==> src/rtl/flt2int_conv.sv <==
// flt2int_conv: multi-cycle FP32 -> int32/uint32 converter (FCVT.W.S / FCVT.WU.S) with RISC-V NV/NX flags
//   clk, rst (async, active-high), start/opa/is_unsigned/flt_rm in; res, busy, done, flag_nv, flag_nx out
module flt2int_conv #(
  parameter int BITS_PER_CYCLE = 4
) (
  input  logic        clk,
  input  logic        rst,
  input  logic        start,
  input  logic [31:0] opa,
  input  logic        is_unsigned,
  input  logic [2:0]  flt_rm,
  output logic [31:0] res,
  output logic        busy,
  output logic        done,
  output logic        flag_nv,
  output logic        flag_nx
);
  typedef enum logic [1:0] {IDLE, SHIFT, ROUND, DONE} state_t;
  localparam logic [5:0] BPC = 6'(BITS_PER_CYCLE);
  state_t state, state_nx;
  logic [63:0] acc, ld_acc;
  logic [5:0] cnt, ld_cnt, step;
  logic sign, uns, sat;
  logic [2:0] rm;
  logic [7:0] ex;
  logic [22:0] man;
  logic ld, normal, g, r, s, ru, nv;
  logic [32:0] mag;
  logic [31:0] sat_val, res_d;
  assign ex = opa[30:23];
  assign man = opa[22:0];
  assign ld = start & (state == IDLE || state == DONE);
  assign normal = ex >= 8'd126 && ex <= 8'd158;
  assign ld_cnt = normal ? 6'(ex - 8'd126) : 6'd0;
  // tiny values (|x| < 0.5 or subnormal) collapse to guard=0, round=(e==-2), sticky=1
  assign ld_acc = normal ? {32'h0, 1'b1, man, 8'h0} :
                  (ex == 8'd0 && man == 23'd0) ? 64'h0 :
                  {32'h0, 1'b0, ex == 8'd125, 30'h1};
  assign step = cnt > BPC ? BPC : cnt;
  assign busy = state == SHIFT || state == ROUND;
  assign done = state == DONE;
  always_comb begin
    state_nx = state;
    unique case (state)
      IDLE, DONE: state_nx = ld ? (ld_cnt != 6'd0 ? SHIFT : ROUND) : IDLE;
      SHIFT:      state_nx = cnt <= BPC ? ROUND : SHIFT;
      ROUND:      state_nx = DONE;
      default:    state_nx = IDLE;
    endcase
  end
  always_ff @(posedge clk or posedge rst)
    if (rst) state <= IDLE;
    else state <= state_nx;
  assign g = acc[31];
  assign r = acc[30];
  assign s = |acc[29:0];
  assign ru = flt_rm_sel(rm, g, r, s, acc[32], sign);
  assign mag = {1'b0, acc[63:32]} + 33'(ru);
  // sat covers NaN/inf and e>=32; NaN sign was cleared at load so it saturates positive
  assign nv = sat | (uns ? (mag[32] | (sign & |mag)) :
                     (sign ? mag > 33'h080000000 : mag > 33'h07FFFFFFF));
  assign sat_val = uns ? (sign ? 32'h0 : 32'hFFFFFFFF) : (sign ? 32'h80000000 : 32'h7FFFFFFF);
  assign res_d = nv ? sat_val : (sign ? -mag[31:0] : mag[31:0]);
  function automatic logic flt_rm_sel(input logic [2:0] m, input logic gg, rr, ss, lsb, sg);
    return m == 3'b000 ? gg & (rr | ss | lsb) :
           m == 3'b010 ? (gg | rr | ss) & sg :
           m == 3'b011 ? (gg | rr | ss) & ~sg :
           m == 3'b100 ? gg : 1'b0;
  endfunction
  always_ff @(posedge clk or posedge rst)
    if (rst) begin
      acc <= '0;
      cnt <= '0;
      sign <= 1'b0;
      uns <= 1'b0;
      sat <= 1'b0;
      rm <= '0;
      res <= '0;
      flag_nv <= 1'b0;
      flag_nx <= 1'b0;
    end else begin
      if (ld) begin
        acc <= ld_acc;
        cnt <= ld_cnt;
        sign <= opa[31] & ~(ex == 8'hFF && man != 23'd0);
        uns <= is_unsigned;
        sat <= ex >= 8'd159;
        rm <= flt_rm;
      end else if (state == SHIFT) begin
        acc <= acc << step;
        cnt <= cnt - step;
      end
      if (state == ROUND) begin
        res <= res_d;
        flag_nv <= nv;
        flag_nx <= ~nv & (g | r | s);
      end
    end
endmodule

==> config.mk <==
export PLATFORM = sky130hd
export DESIGN_NAME = flt2int_conv
export DESIGN_NICKNAME = d
export VERILOG_FILES = /design/src/rtl/flt2int_conv.sv
export SDC_FILE = /design/constraint.sdc
export NUM_CORES = 1
export LEC_CHECK = 0
export ABC_AREA = 1
export CORE_UTILIZATION = 52
export CTS_CLUSTER_DIAMETER = 200
export DETAILED_ROUTE_END_ITERATION = 10
export GPL_TIMING_DRIVEN = 0
export PLACE_DENSITY = 0.78
export SYNTH_ARGS = -nofsm -noshare
export SYNTH_HDL_FRONTEND = slang
export SYNTH_SLANG_ARGS = --single-unit
==> constraint.sdc <==
create_clock -name clk -period 5.7 [get_ports clk]
set_input_delay 1.71 -clock clk [delete_from_list [all_inputs] [get_ports clk]]
set_output_delay 1.71 -clock clk [all_outputs]
set_load 0.005 [all_outputs]
After elaboration in Yosys (flattened, before gate mapping)

Index checks and enable logic that the tools add are counted.

Output and inout port bits: 36
Word-level logic and storage cells: 84
Input bits: 39
Flip-flop bits (word level): 112

Equality and inequality tests: 8
Add/subtract/negate cells: 4
Bitwise logic cells: 16
Shift-type cells: 1
Reductions and logical operators: 15
Muxes and demuxes: 23
$lt $le $gt $ge: 7

Operators with widths:

| operator                                                                           | count |
|---|---|
| 32-bit 2-to-1 mux                                                                  | 6 |
| 64-bit 2-to-1 mux                                                                  | 2 |
| 64-bit by 6-bit left shift with 64-bit output                                      | 1 |
| 32-bit by 1-bit adder with 33-bit output                                           | 1 |
| 33-bit by 31-bit greater-than comparator with 1-bit output (second input constant) | 1 |
| 33-bit by 32-bit greater-than comparator with 1-bit output (second input constant) | 1 |
| 33-bit OR reduction                                                                | 1 |
| 32-bit negation                                                                    | 1 |
| 31-bit 2-to-1 mux                                                                  | 1 |
| 30-bit OR reduction                                                                | 1 |
| 6-bit 2-to-1 mux                                                                   | 4 |
| 23-bit zero test                                                                   | 1 |
| 23-bit nonzero test                                                                | 1 |
| 8-bit by 7-bit == test with 1-bit output (second input constant)                   | 1 |
| 8-bit == test (second input constant)                                              | 1 |
| 8-bit by 7-bit >= comparator with 1-bit output (second input constant)             | 1 |
| 8-bit >= comparator (second input constant)                                        | 1 |
| 8-bit less-or-equal comparator (second input constant)                             | 1 |
| 8-bit zero test                                                                    | 1 |
| 1-bit AND                                                                          | 7 |
| 3-bit by 2-bit == test with 1-bit output (second input constant)                   | 2 |
| 6-bit by 3-bit greater-than comparator with 1-bit output (second input constant)   | 1 |
| 6-bit by 3-bit less-or-equal comparator with 1-bit output (second input constant)  | 1 |
| 1-bit 2-to-1 mux                                                                   | 6 |
| other kinds (16)                                                                   | 29 |

Depth between registers and ports, before layout

Gate-level depths: netlist of the first run.

Depth in word-level cells: 14
Depth in mapped cells: 31
Gate-level depth less buffers: 30

Least setup slack after synthesis of the first run

OpenSTA, ideal clock, no wires.

Path kind: register -> register
Start point: register acc[0]
End point: register res[20]
Required time: 5,583 ps
Clock period less this slack: 3,603 ps
Buffers on the path: 1
Arrival time: 3,486 ps
Slack: 2,097 ps
Library setup time: 117 ps
Cell stages (with the launch flop): 29
Path through: dfrtp_1 > nor4_1 > nand2_1 > nor3_1 > nand4_1 > nor2_1 > inv_1 > o2111ai_1 > a21oi_1 > ha_1 > ha_1 > inv_1 > ha_1 > nand2_1 > nor2_1 > nand3_1 > nor2_1 > nand2_1 > nor2_1 > nand2_1 > o21ai_2 > nand2_2 > nand2_4 > nand2_4 > nand2_4 > buf_6 > nand2_2 > nand2_1 > nand2_1

Longest elaborated chain between the ends: 13
Elaborated cells between the ends (all ways): 22
Classes of those cells: add/sub: 2; order compare: 2; mux: 7; bitwise: 9; reduce/logical: 2

RTL lines:

| element                                                                                            | RTL line | text |
|---|---|---|
| start: declaration                                                                                 | 21       | `logic [63:0] acc, ld_acc;` |
| start signal: assignment                                                                           | 83       | `acc <= ld_acc;` |
| start signal: assignment                                                                           | 90       | `acc <= acc << step;` |
| 30-bit OR reduction (*)                                                                            | 56       | `assign s = \|acc[29:0];` |
| 1-bit bitwise OR                                                                                   | 66, 67   |  |
| 1-bit AND                                                                                          | 67       | `m == 3'b011 ? (gg \| rr \| ss) & ~sg :` |
| 1-bit 2-to-1 mux                                                                                   | 67       |  |
| 1-bit 2-to-1 mux                                                                                   | 66       | `m == 3'b010 ? (gg \| rr \| ss) & sg :` |
| 1-bit 2-to-1 mux (*)                                                                               | 65       | `return m == 3'b000 ? gg & (rr \| ss \| lsb) :` |
| 32-bit by 1-bit adder with 33-bit output (*)                                                       | 58       | `assign mag = {1'b0, acc[63:32]} + 33'(ru);` |
| branches (longest 5 deep; another with 33-bit by 31-bit greater-than comparator with 1-bit output) | -        |  |
| 32-bit 2-to-1 mux (*)                                                                              | 63       | `assign res_d = nv ? sat_val : (sign ? -mag[31:0] : mag[31:0]);` |
| end signal: assignment                                                                             | 94       | `res <= res_d;` |
| end: declaration                                                                                   | 12       | `output logic [31:0] res,` |

Every way passes the cells marked *.
A chain may end at the register's enable or synchronous reset.

Worst setup path in the final report of the first run

Start point: register acc[0]
End point: register res[10]

Same word-level chain as after synthesis.

==> impl_metrics.sql, run 1 <==
INSERT INTO impl_metrics (metric_group, metric, value, unit) VALUES
('logic_synthesis', 'syn_area_per_cell', '6.32', 'µm²'),
('logic_synthesis', 'async_flop_share', '1.00', ''),
('clock_tree', 'worst_skew_late_latency', '0.37', 'ns'),
('detailed_routing', 'wl_per_cell', '17.0', 'µm'),
('clock_tree', 'count_of_h_tree_levels_built_during_cts', '3', ''),
('die', 'core_area', '17400', 'µm²'),
('setup_path', 'crit_arrival', '5.04', 'ns'),
('logic_synthesis', 'yosys.cell_types.count', '42', ''),
('min_path', 'hold_path.class', 'reg -> reg', ''),
('clock_tree', 'cts.clk_slew.worst_paths', '0.09', 'ns'),
('layout', 'num_antenna_cells', '0', ''),
('layout', 'layout.cells.most_common', 'nand2_1', ''),
('logic_synthesis', 'ys_seq_elements', '112', ''),
('detailed_routing', 'postRouteAntennaNets', '0', ''),
('layout', 'drive_gt1_frac', '0.0480', ''),
('setup_path', 'stages_on_the_worst_setup_path', '30', ''),
('timing', 'timing.slew.headroom', '0.450', ''),
('setup_path', 'timing.reg2reg.worst_path_depth', '30', ''),
('layout', 'finalCoreUtilization', '0.612', ''),
('die', 'chip_width', '136', 'µm'),
('logic_synthesis', 'synth.net_count', '1518', ''),
('power_and_ir_drop', 'power.static_leakage', '5.00', 'nW'),
('setup_path', 'worst-path-buf-inv', '3', ''),
('layout', 'flow.area_growth_from_synthesis', '14.5', '%'),
('grt', 'grt_pass1_wl', '48900', 'µm'),
('timing', 'fin_crit', '4.72', 'ns'),
('placed_design', 'pre_cts_ws', '1.10', 'ns'),
('clock_tree', 'post_cts_buffers', '0', ''),
('setup_path', 'critPathLaunchType', 'register', ''),
('layout', 'final_design_area_no_fill', '10600', 'µm²'),
('timing', 'postLayoutSetupSlackWorst', '0.977', 'ns'),
('setup_path', 'worst_setup_path_end_kind', 'register', ''),
('grt', 'groute.usage.overall', '0.343', ''),
('setup_path', 'critical_path_slowest_stage_cell', 'dfrtp_1', ''),
('placed_design', 'placed_area', '10300', 'µm²'),
('status', 'status', 'completed', ''),
('logic_synthesis', 'yosysWarnings', '0', ''),
('flow_run', 'cap_violations', '0', ''),
('timing', 'grt_setup_unrepaired', 'no', ''),
('timing', 'fin_crit_sh', '0.829', ''),
('clock_tree', 'ctsResizeCount', '0', ''),
('grt', 'antenna_found_initial', '0', ''),
('clock_tree', 'holdBufCountCts', '0', ''),
('detailed_routing', 'post_detailed_route_drc_marker_count', '0', ''),
('setup_path', 'critical_path.max_fanout', '10', ''),
('timing', 'worst_pin_slew', '0.822', 'ns'),
('placed_design', 'hpwlAfterDp', '24100', 'µm'),
('power_and_ir_drop', 'irDropWorstVdd', '0.294', 'mV'),
('timing', 'skew', '0.0127', 'ns'),
('layout', 'fillerInstances', '1747', ''),
('clock_tree', 'cts_buffers', '9', ''),
('timing', 'max_clock_freq', '212', 'MHz'),
('timing', 'final-setup-viol-count', '0', ''),
('detailed_routing', 'drt-total-wl', '30300', 'µm'),
('power_and_ir_drop', 'power.density_cell_area', '558', 'nW/µm²'),
('logic_synthesis', 'edff_count_synth', '0', ''),
('timing', 'hold_viol_final', '0', ''),
('setup_path', 'critPathTopFamily', 'simple AND/OR/NAND/NOR gates', ''),
('grt', 'global_route.overflow_total', '0', ''),
('logic_synthesis', 'yosys_most_used_dff', 'dfrtp_1', ''),
('logic_synthesis', 'yosysSeqAreaShare', '0.302', ''),
('min_path', 'min_path_cells', '2', ''),
('placed_design', 'gp_routability_congestion', '0.949', ''),
('logic_synthesis', 'mappedNetlistArea', '9280', 'µm²'),
('setup_path', 'timing.critical_path.required', '6.01', 'ns'),
('layout', 'final_layout_net_count', '1604', ''),
('die', 'die_height', '136', 'µm'),
('detailed_routing', 'drt_first_pass_iters', '5', ''),
('die', 'start_util', '0.535', ''),
('die', 'num_io_pins', '75', ''),
('setup_path', 'cp_common_cell', 'nand2_1', '');
## final cells by class
type	instances	area [µm²]	share of cell area
multi-input combinational	1131	5590	0.526
tap	225	282	0.0265
inverter	161	609	0.0573
buffer	66	290	0.0273
sequential	112	2800	0.264
timing repair buffer	75	768	0.0723
clock buffer	10	239	0.0225
clock inverter	6	50.0	0.00471
## cell usage after synthesis (all sizes together), types with 4 or more instances
| library cell | count | share of area |
|---|---|---|
| a211oi | 6 | 0.0049 |
| a21oi | 40 | 0.022 |
| a31oi | 4 | 0.0027 |
| buf | 17 | 0.011 |
| clkbuf | 49 | 0.020 |
| dfrtp | 112 | 0.30 |
| ha | 9 | 0.012 |
| inv | 158 | 0.064 |
| mux2i | 39 | 0.042 |
| nand2 | 495 | 0.21 |
| nand3 | 106 | 0.058 |
| nand4 | 24 | 0.016 |
| nor2 | 152 | 0.069 |
| nor3 | 12 | 0.0065 |
| nor4 | 8 | 0.0054 |
| o211ai | 4 | 0.0032 |
| o21ai | 139 | 0.075 |
| o221ai | 23 | 0.022 |
| o22ai | 30 | 0.020 |
| xor2 | 23 | 0.022 |
## per-layer routing
| layer | vias to the layer above | share of wire | global-route usage |
|---|---|---|---|
| met5 | - | 0 | 0 |
| met4 | 0 | 0.063 | 0.227 |
| met3 | 111 | 0.054 | 0.0348 |
| met2 | 430 | 0.48 | 0.592 |
| met1 | 4680 | 0.40 | 0.403 |
| li1 | 4991 | - | - |
## where the power goes
part           switching (mW)  leakage, nW  internal (mW)
Sequential              0.301         1.43           1.12
Combinational            2.49         3.43           1.36
Clock                   0.343        0.147          0.318
## sequential cells by signal, summed over array words and instances (netlist names)
signal and cells:
flag_nx 1, sat 1, uns 1, cnt 6
acc 64, flag_nv 1, res 32, state 2
sign 1, rm 3
## final timing paths
kind                              start  endpoint  slack, ns
worst max register to register   acc[0]   res[10]       0.98
worst max-delay path             acc[0]   res[10]       0.98
worst min register to register  res[16]   res[16]       0.48
min in group asynchronous           rst   res[13]       1.70
max in group asynchronous           rst   acc[34]       3.27
worst min-delay path            res[16]   res[16]       0.48
## kinds of logic after synthesis
| kind of cell | Yosys count | share of synthesized area |
|---|---|---|
| simple gates | 804 | 0.368 |
| compound gates | 253 | 0.156 |
| buf+inv | 227 | 0.0964 |
| flops | 112 | 0.302 |
| mux | 39 | 0.0420 |
| xor+xnor | 25 | 0.0236 |
| fa+ha+maj | 9 | 0.0121 |
| other cells | 1 | 0.000404 |
## metrics by stage
| step | TNS, ns | power [mW] | instances |
|---|---|---|---|
| 4_1_cts | 0 | 5.87 | 1786 |
| 3_5_place_dp | 0 | 5.21 | 1770 |
| 2_1_floorplan | 0 | 4.01 | 1470 |
| 5_1_grt | 0 | 6.45 | 1786 |
| 6_report | 0 | 5.93 | 1786 |
| 3_3_place_gp | -84.02 | 5.15 | 1769 |
## tightest hold or removal path, cell delays in order, from the launching register on
cell and delay [ns]:
dfrtp_1 0.35, nand2_1 0.05, nand2_1 0.05
Note: power is estimated with default switching activity, not from simulation.
==> run 2, diff against run 1 <==
clock period = 4.5 ns   (was 5.7 ns; I/O delays follow)
==> run 2 against run 1 <==
Against the previous run: first-iteration DRC count increased by 7.1%; clock-buffer cell count unchanged; cell count increased by 0.62%; sequential power increased by 27%; clock skew increased by 0.0036 ns; cell area increased by 3.5%; global-route usage about the same; combinational power increased by 39%; sequential share of layout area decreased by 0.90 points; routed wire length increased by 2.6%; core utilization increased by 2.2 points; worst hold slack got worse by 0.0077 ns.
==> impl_metrics.sql, run 2 (synthesis gave the netlist of run 1 again) <==
INSERT INTO impl_metrics (metric_group, metric, value, unit) VALUES
('layout', 'commonest_non_fill_non_tap_cells_in_the_layout', 'nand2_1 (448), inv_1 (148), o21ai_0 (136)', ''),
('die', 'die-area', '18400', 'µm²'),
('layout', 'final_layout_net_count', '1615', ''),
('setup_path', 'critical_path.max_fanout', '8', ''),
('timing', 'hold_viol_final', '0', ''),
('clock_tree', 'clock_sinks', '112', ''),
('timing', 'fin_crit', '4.31', 'ns'),
('grt', 'global_route.overflow_total', '0', ''),
('detailed_routing', 'drt_first_pass_iters', '6', ''),
('layout', 'post_route_non_filler_standard_cell_count', '1797', ''),
('layout', 'reg_top3', 'acc: 64 flops, res: 32 flops, cnt: 6 flops', ''),
('setup_path', 'timing.rr.start', 'acc[15]', ''),
('setup_path', 'critical_path_slowest_stage_cell', 'dfrtp_1', ''),
('layout', 'layout.cells.most_common', 'nand2_1', ''),
('clock_tree', 'count_of_h_tree_levels_built_during_cts', '3', ''),
('clock_tree', 'cts.clk_slew.worst_paths', '0.08', 'ns'),
('die', 'placementRows', '48', ''),
('setup_path', 'crit_arrival', '4.58', 'ns'),
('timing', 'max_clock_freq', '232', 'MHz'),
('die', 'num_io_pins', '75', ''),
('power_and_ir_drop', 'power.density_cell_area', '727', 'nW/µm²'),
('timing', 'final_count_of_pins_violating_max_slew', '0', ''),
('setup_path', 'timing.critical_path.slowest_cell_delay', '0.41', 'ns'),
('detailed_routing', 'post_detailed_route_drc_marker_count', '0', ''),
('timing', 'skew', '0.0162', 'ns'),
('status', 'status', 'completed', ''),
('setup_path', 'worst_setup_path_startpoint', 'acc[15]', ''),
('clock_tree', 'cts-root-buf', 'clkbuf_16', ''),
('detailed_routing', 'wl_per_cell', '17.3', 'µm'),
('placed_design', 'hpwlAfterDp', '24100', 'µm'),
('placed_design', 'buffer_ports.inserted', '74', ''),
('setup_path', 'timing_worst_setup_path_type', 'reg -> reg', ''),
('power_and_ir_drop', 'power.static_leakage', '5.13', 'nW'),
('detailed_routing', 'drt-total-wl', '31100', 'µm'),
('layout', 'number_of_flip_flops_in_the_largest_register', '64', ''),
('placed_design', 'placed_area', '10300', 'µm²'),
('detailed_routing', 'via_count', '10303', ''),
('setup_path', 'worst_setup_path_end_kind', 'register', ''),
('power_and_ir_drop', 'irDropWorstVdd', '0.420', 'mV'),
('detailed_routing', 'postRouteAntennaNets', '0', ''),
('grt', 'pin_count_of_the_biggest_net_entering_global_routing', '77', ''),
('die', 'core_area', '17400', 'µm²'),
('clock_tree', 'holdBufCountCts', '0', ''),
('layout', 'drive_gt1_frac', '0.0903', ''),
('clock_tree', 'max-clock-path-buffers', '2', ''),
('grt', 'antenna_found_initial', '0', ''),
('timing', 'final-setup-viol-count', '0', ''),
('placed_design', 'dpl.cell_count', '1770', ''),
('timing', 'fin_crit_sh', '0.958', ''),
('clock_tree', 'worst_skew_late_latency', '0.38', 'ns'),
('die', 'chip_width', '136', 'µm'),
('layout', 'num_antenna_cells', '0', ''),
('layout', 'regMostFlops', 'acc', ''),
('grt', 'grt_pass1_wl', '49000', 'µm'),
('die', 'start_util', '0.535', ''),
('flow_run', 'cap_violations', '0', ''),
('min_path', 'hold_path.class', 'reg -> reg', ''),
('timing', 'timing.slew.headroom', '0.465', ''),
('setup_path', 'timing.critical_path.required', '4.77', 'ns'),
('min_path', 'hp-start', 'res[16]', ''),
('layout', 'flow.area_growth_from_synthesis', '18.5', '%'),
('timing', 'worst_pin_slew', '0.799', 'ns'),
('clock_tree', 'cts_tree', 'built', ''),
('grt', 'groute.usage.overall', '0.343', ''),
('die', 'die_height', '136', 'µm'),
('grt', 'via_count_of_the_first_global_routing_pass', '9762', ''),
('detailed_routing', 'number_of_drc_violations_after_detailed_routing_iteration_0', '975', ''),
('layout', 'final_design_area_no_fill', '11000', 'µm²'),
('detailed_routing', 'avgViaCountPerCell', '5.73', ''),
('setup_path', 'critPathLaunchType', 'register', ''),
('power_and_ir_drop', 'post-layout-total-power', '8.00', 'mW'),
('clock_tree', 'cts_buffers', '9', ''),
('setup_path', 'cp_common_cell', 'nand2_1', ''),
('placed_design', 'gp_routability_congestion', '0.949', '');
-- run 2: changes by cell type in the layout (fill, tap and decap cells not counted), moves of 3 or more --
cell	delta
buf_4	+8
ha_1	-3
inv_1	-4
inv_2	+3
nand2_1	-27
nand2_2	+24
nand3_1	-4
nand3_2	+3
nor2_1	-13
nor2_2	+5
nor2_4	+8
-- run 2: per-layer routing --
| metal | track usage | wire [µm] | share of wire | vias up |
|---|---|---|---|---|
| met2 | 0.590 | 15200 | 0.49 | 437 |
| met3 | 0.0408 | 1540 | 0.049 | 118 |
| li1 | - | - | - | 5017 |
| met5 | 0 | 0 | 0 | - |
| met1 | 0.397 | 12400 | 0.40 | 4731 |
| met4 | 0.235 | 1940 | 0.062 | 0 |
-- run 2: power breakdown --
group | switching, mW | total, mW | internal, mW
clock | 0.434 | 0.837 | 0.403
sequential | 0.390 | 1.81 | 1.42
combinational | 3.39 | 5.36 | 1.97
total | 4.21 | 8.00 | 3.79
-- run 2: what timing repair did --
| item | in CTS | in global routing |
|---|---|---|
| resized for setup | 5 | 69 |
| endpoints found under the hold margin | 0 | 0 |
| cloned | 0 | 2 |
| setup endpoints to repair | 33 | 34 |
| pin swaps | 0 | 29 |
| buffers inserted | 0 | 9 |
-- run 2: metrics by stage --
stage               setup TNS (ns)   util  setup slack, ns  hold slack (ns)
finish                           0  0.634            0.190            0.474
global route                -0.285  0.634          -0.0252            0.498
CTS                              0  0.614           0.0294            0.486
detailed placement           -1.67  0.596           -0.103            0.464
global placement           -179.06  0.594            -1.60            0.461
floorplan                        0      -            0.191            0.447
-- run 2: path summary, 6_finish.rpt --
check	endpoint	slack (ns)	cells past startpoint
max	res[29]	0.19	31
min	res[16]	0.47	2
max reg2reg	res[29]	0.19	31
min reg2reg	res[16]	0.47	2
max in group asynchronous	cnt[2]	2.44	3
min in group asynchronous	res[13]	1.33	2
-- run 2: worst max-delay path, delay by kind of cell (launching register included) --
kind                       cells  cell delay (ns)
and+or+nand+nor               24             2.86
DFF                            1             0.41
adders and majority gates      2             0.38
buffers and inverters          3             0.29
AOI/OAI and AO/OA              2             0.26
-- run 2: final cells by class --
class / instances / area (µm²)
Clock buffer: 10 / 239
Sequential cell: 112 / 2800
Timing Repair Buffer: 86 / 886
Multi-Input combinational cell: 1131 / 5830
Inverter: 161 / 612
Fill cell: 1712 / 6350
Buffer: 66 / 303
Tap cell: 225 / 282
Clock inverter: 6 / 50.0
==> run 3, diff against run 2 <==
PLACE_DENSITY = 0.73   (was 0.78)
SLEW_MARGIN = 15   (was unset)
==> run 3 against run 2 <==
Against the previous run: cell area is 0.37% higher; combinational power up 2%; routed wire length rose by 2.5%; first-iteration DRC count shrank 18%; setup slack improved by 0.012 ns; sequential power about the same; critical endpoint unchanged; non-clock buffer count up 1; sequential share of layout area fell by 0.095 points; power is 2.5% higher; global-route usage is 1.0 points higher.
==> impl_metrics.sql, run 3 (synthesis gave the netlist of run 1 again) <==
INSERT INTO impl_metrics (metric_group, metric, value, unit) VALUES
('clock_tree', 'clock_sinks', '112', ''),
('clock_tree', 'cts.clk_slew.worst_paths', '0.08', 'ns'),
('detailed_routing', 'via_count', '10245', ''),
('flow_run', 'cap_violations', '0', ''),
('layout', 'flow.area_growth_from_synthesis', '19.0', '%'),
('setup_path', 'critical_path.max_fanout', '10', ''),
('timing', 'skew', '0.0133', 'ns'),
('grt', 'global_route.overflow_total', '0', ''),
('die', 'core_area', '17400', 'µm²'),
('layout', 'finalCoreUtilization', '0.636', ''),
('clock_tree', 'cts-root-buf', 'clkbuf_16', ''),
('timing', 'final_count_of_pins_violating_max_slew', '0', ''),
('setup_path', 'timing.critical_path.required', '4.77', 'ns'),
('min_path', 'hold_path.class', 'reg -> reg', ''),
('timing', 'worst_pin_slew', '0.867', 'ns'),
('timing', 'timing.slew.headroom', '0.420', ''),
('die', 'num_io_pins', '75', ''),
('timing', 'max_clock_freq', '233', 'MHz'),
('detailed_routing', 'drt-total-wl', '31900', 'µm'),
('power_and_ir_drop', 'power.density_cell_area', '743', 'nW/µm²'),
('min_path', 'min_path_cells', '2', ''),
('timing', 'final-setup-viol-count', '0', ''),
('timing', 'fin_crit_sh', '0.955', ''),
('placed_design', 'pre_cts_ws', '-0.236', 'ns'),
('grt', 'groute.usage.overall', '0.353', ''),
('power_and_ir_drop', 'power.static_leakage', '5.15', 'nW'),
('die', 'chip_width', '136', 'µm'),
('timing', 'hold_viol_final', '0', ''),
('detailed_routing', 'wl_per_cell', '17.7', 'µm'),
('timing', 'fin_crit', '4.30', 'ns'),
('clock_tree', 'holdBufCountCts', '0', ''),
('clock_tree', 'max-clock-path-buffers', '2', ''),
('grt', 'via_count_of_the_first_global_routing_pass', '9716', ''),
('detailed_routing', 'number_of_drc_violations_after_detailed_routing_iteration_0', '804', ''),
('placed_design', 'hpwlAfterDp', '24700', 'µm'),
('layout', 'commonest_non_fill_non_tap_cells_in_the_layout', 'nand2_1 (451), inv_1 (149), o21ai_0 (136)', ''),
('timing', 'postLayoutSetupSlackWorst', '0.202', 'ns'),
('layout', 'num_antenna_cells', '0', ''),
('die', 'start_util', '0.535', ''),
('setup_path', 'crit_arrival', '4.57', 'ns'),
('layout', 'layout.cells.most_common', 'nand2_1', ''),
('detailed_routing', 'drt_first_pass_iters', '5', ''),
('clock_tree', 'count_of_h_tree_levels_built_during_cts', '3', ''),
('detailed_routing', 'avgViaCountPerCell', '5.70', ''),
('power_and_ir_drop', 'post-layout-total-power', '8.20', 'mW'),
('clock_tree', 'worst_skew_late_latency', '0.38', 'ns'),
('setup_path', 'critPathLaunchType', 'register', ''),
('power_and_ir_drop', 'irDropWorstVdd', '0.448', 'mV'),
('placed_design', 'buffer_ports.inserted', '74', ''),
('setup_path', 'worst_setup_path_end_kind', 'register', ''),
('die', 'die-area', '18400', 'µm²'),
('die', 'die_height', '136', 'µm'),
('layout', 'number_of_flip_flops_in_the_largest_register', '64', ''),
('status', 'status', 'completed', ''),
('clock_tree', 'cts_buffers', '9', ''),
('layout', 'regMostFlops', 'acc', ''),
('grt', 'pin_count_of_the_biggest_net_entering_global_routing', '72', ''),
('layout', 'final_layout_net_count', '1616', ''),
('placed_design', 'gp_routability_congestion', '0.969', ''),
('timing', 'final.setup.tns', '0', 'ns'),
('grt', 'grt_pass1_wl', '49700', 'µm'),
('setup_path', 'timing.reg2reg.worst_path_depth', '25', ''),
('detailed_routing', 'postRouteAntennaNets', '0', ''),
('layout', 'reg_top3', 'acc: 64 flops, res: 32 flops, cnt: 6 flops', ''),
('layout', 'drive_gt1_frac', '0.0884', ''),
('grt', 'antenna_found_initial', '0', ''),
('setup_path', 'timing_worst_setup_path_type', 'reg -> reg', ''),
('clock_tree', 'cts_tree', 'built', ''),
('detailed_routing', 'post_detailed_route_drc_marker_count', '0', ''),
('timing', 'grt_setup_unrepaired', 'yes', ''),
('die', 'placementRows', '48', '');
==> run 3: cell types whose count changed in the layout (fill, tap and decap cells not counted), sizes merged <==
cell    delta
buf        +1
bufinv     +1
inv        -1
==> run 3: cell type report <==
class,count,area [µm²]
fillers,1656,6310
plain buffers,66,304
multi-input cells,1131,5830
repair buffers,87,893
inverters,161,612
flip-flops and latches,112,2800
clock buffers,10,239
clock inverters,6,83.8
well taps,225,282
==> run 3: what timing repair did <==
action                                  CTS  global route
endpoints found under the setup margin   34            34
pin swaps                                 5            24
resized for setup                         9            62
gates cloned                              0             2
hold endpoints to repair                  0             0
buffers inserted                          1             9
==> run 3: critical path, stage by stage (launching register included) <==
cell	delay, ns
dfrtp_1	0.44
clkbuf_1	0.26
clkbuf_2	0.31
o21ai_0	0.29
o2111ai_2	0.15
a21oi_1	0.15
ha_2	0.24
ha_4	0.16
nand2_2	0.08
nor2_4	0.25
nand3_1	0.18
nand2_1	0.11
nand2_2	0.10
nor2_2	0.18
nand2_1	0.15
nor2_2	0.18
nand2_4	0.08
o21ai_2	0.15
nand2_2	0.08
nand2_4	0.11
nand2_4	0.09
nand2_8	0.12
clkbuf_16	0.16
nand2_2	0.04
nand2_1	0.06
nand2_1	0.07
==> run 3: stage by stage <==
stage,hold WS [ns],instances,instance area [µm²]
after floorplan,0.447,1470,9280
final,0.474,1798,11000
after detailed placement,0.464,1770,10300
after CTS,0.485,1787,10700
after global placement,0.462,1769,10300
after global routing,0.499,1798,11000
==> run 3: layer usage <==
layer	track usage	routed length, µm	vias up
met5	0	0	-
met3	0.0355	1880	108
met1	0.408	12400	4661
li1	-	-	5009
met2	0.621	15700	467
met4	0.225	1840	0
==> run 3: final timing paths <==
| check | start | to | slack [ns] |
|---|---|---|---|
| worst max-delay path | sign | res[29] | 0.20 |
| max in group asynchronous | rst | acc[34] | 2.46 |
| worst min register to register | res[12] | res[12] | 0.47 |
| min in group asynchronous | rst | res[13] | 1.34 |
| worst min-delay path | res[12] | res[12] | 0.47 |
| worst max register to register | sign | res[29] | 0.20 |
==> run 3: where the power goes <==
| group | leakage [nW] | internal (mW) | switching, mW |
|---|---|---|---|
| combinational | 3.56 | 2.04 | 3.44 |
| clock | 0.158 | 0.463 | 0.450 |
| sequential | 1.43 | 1.42 | 0.391 |
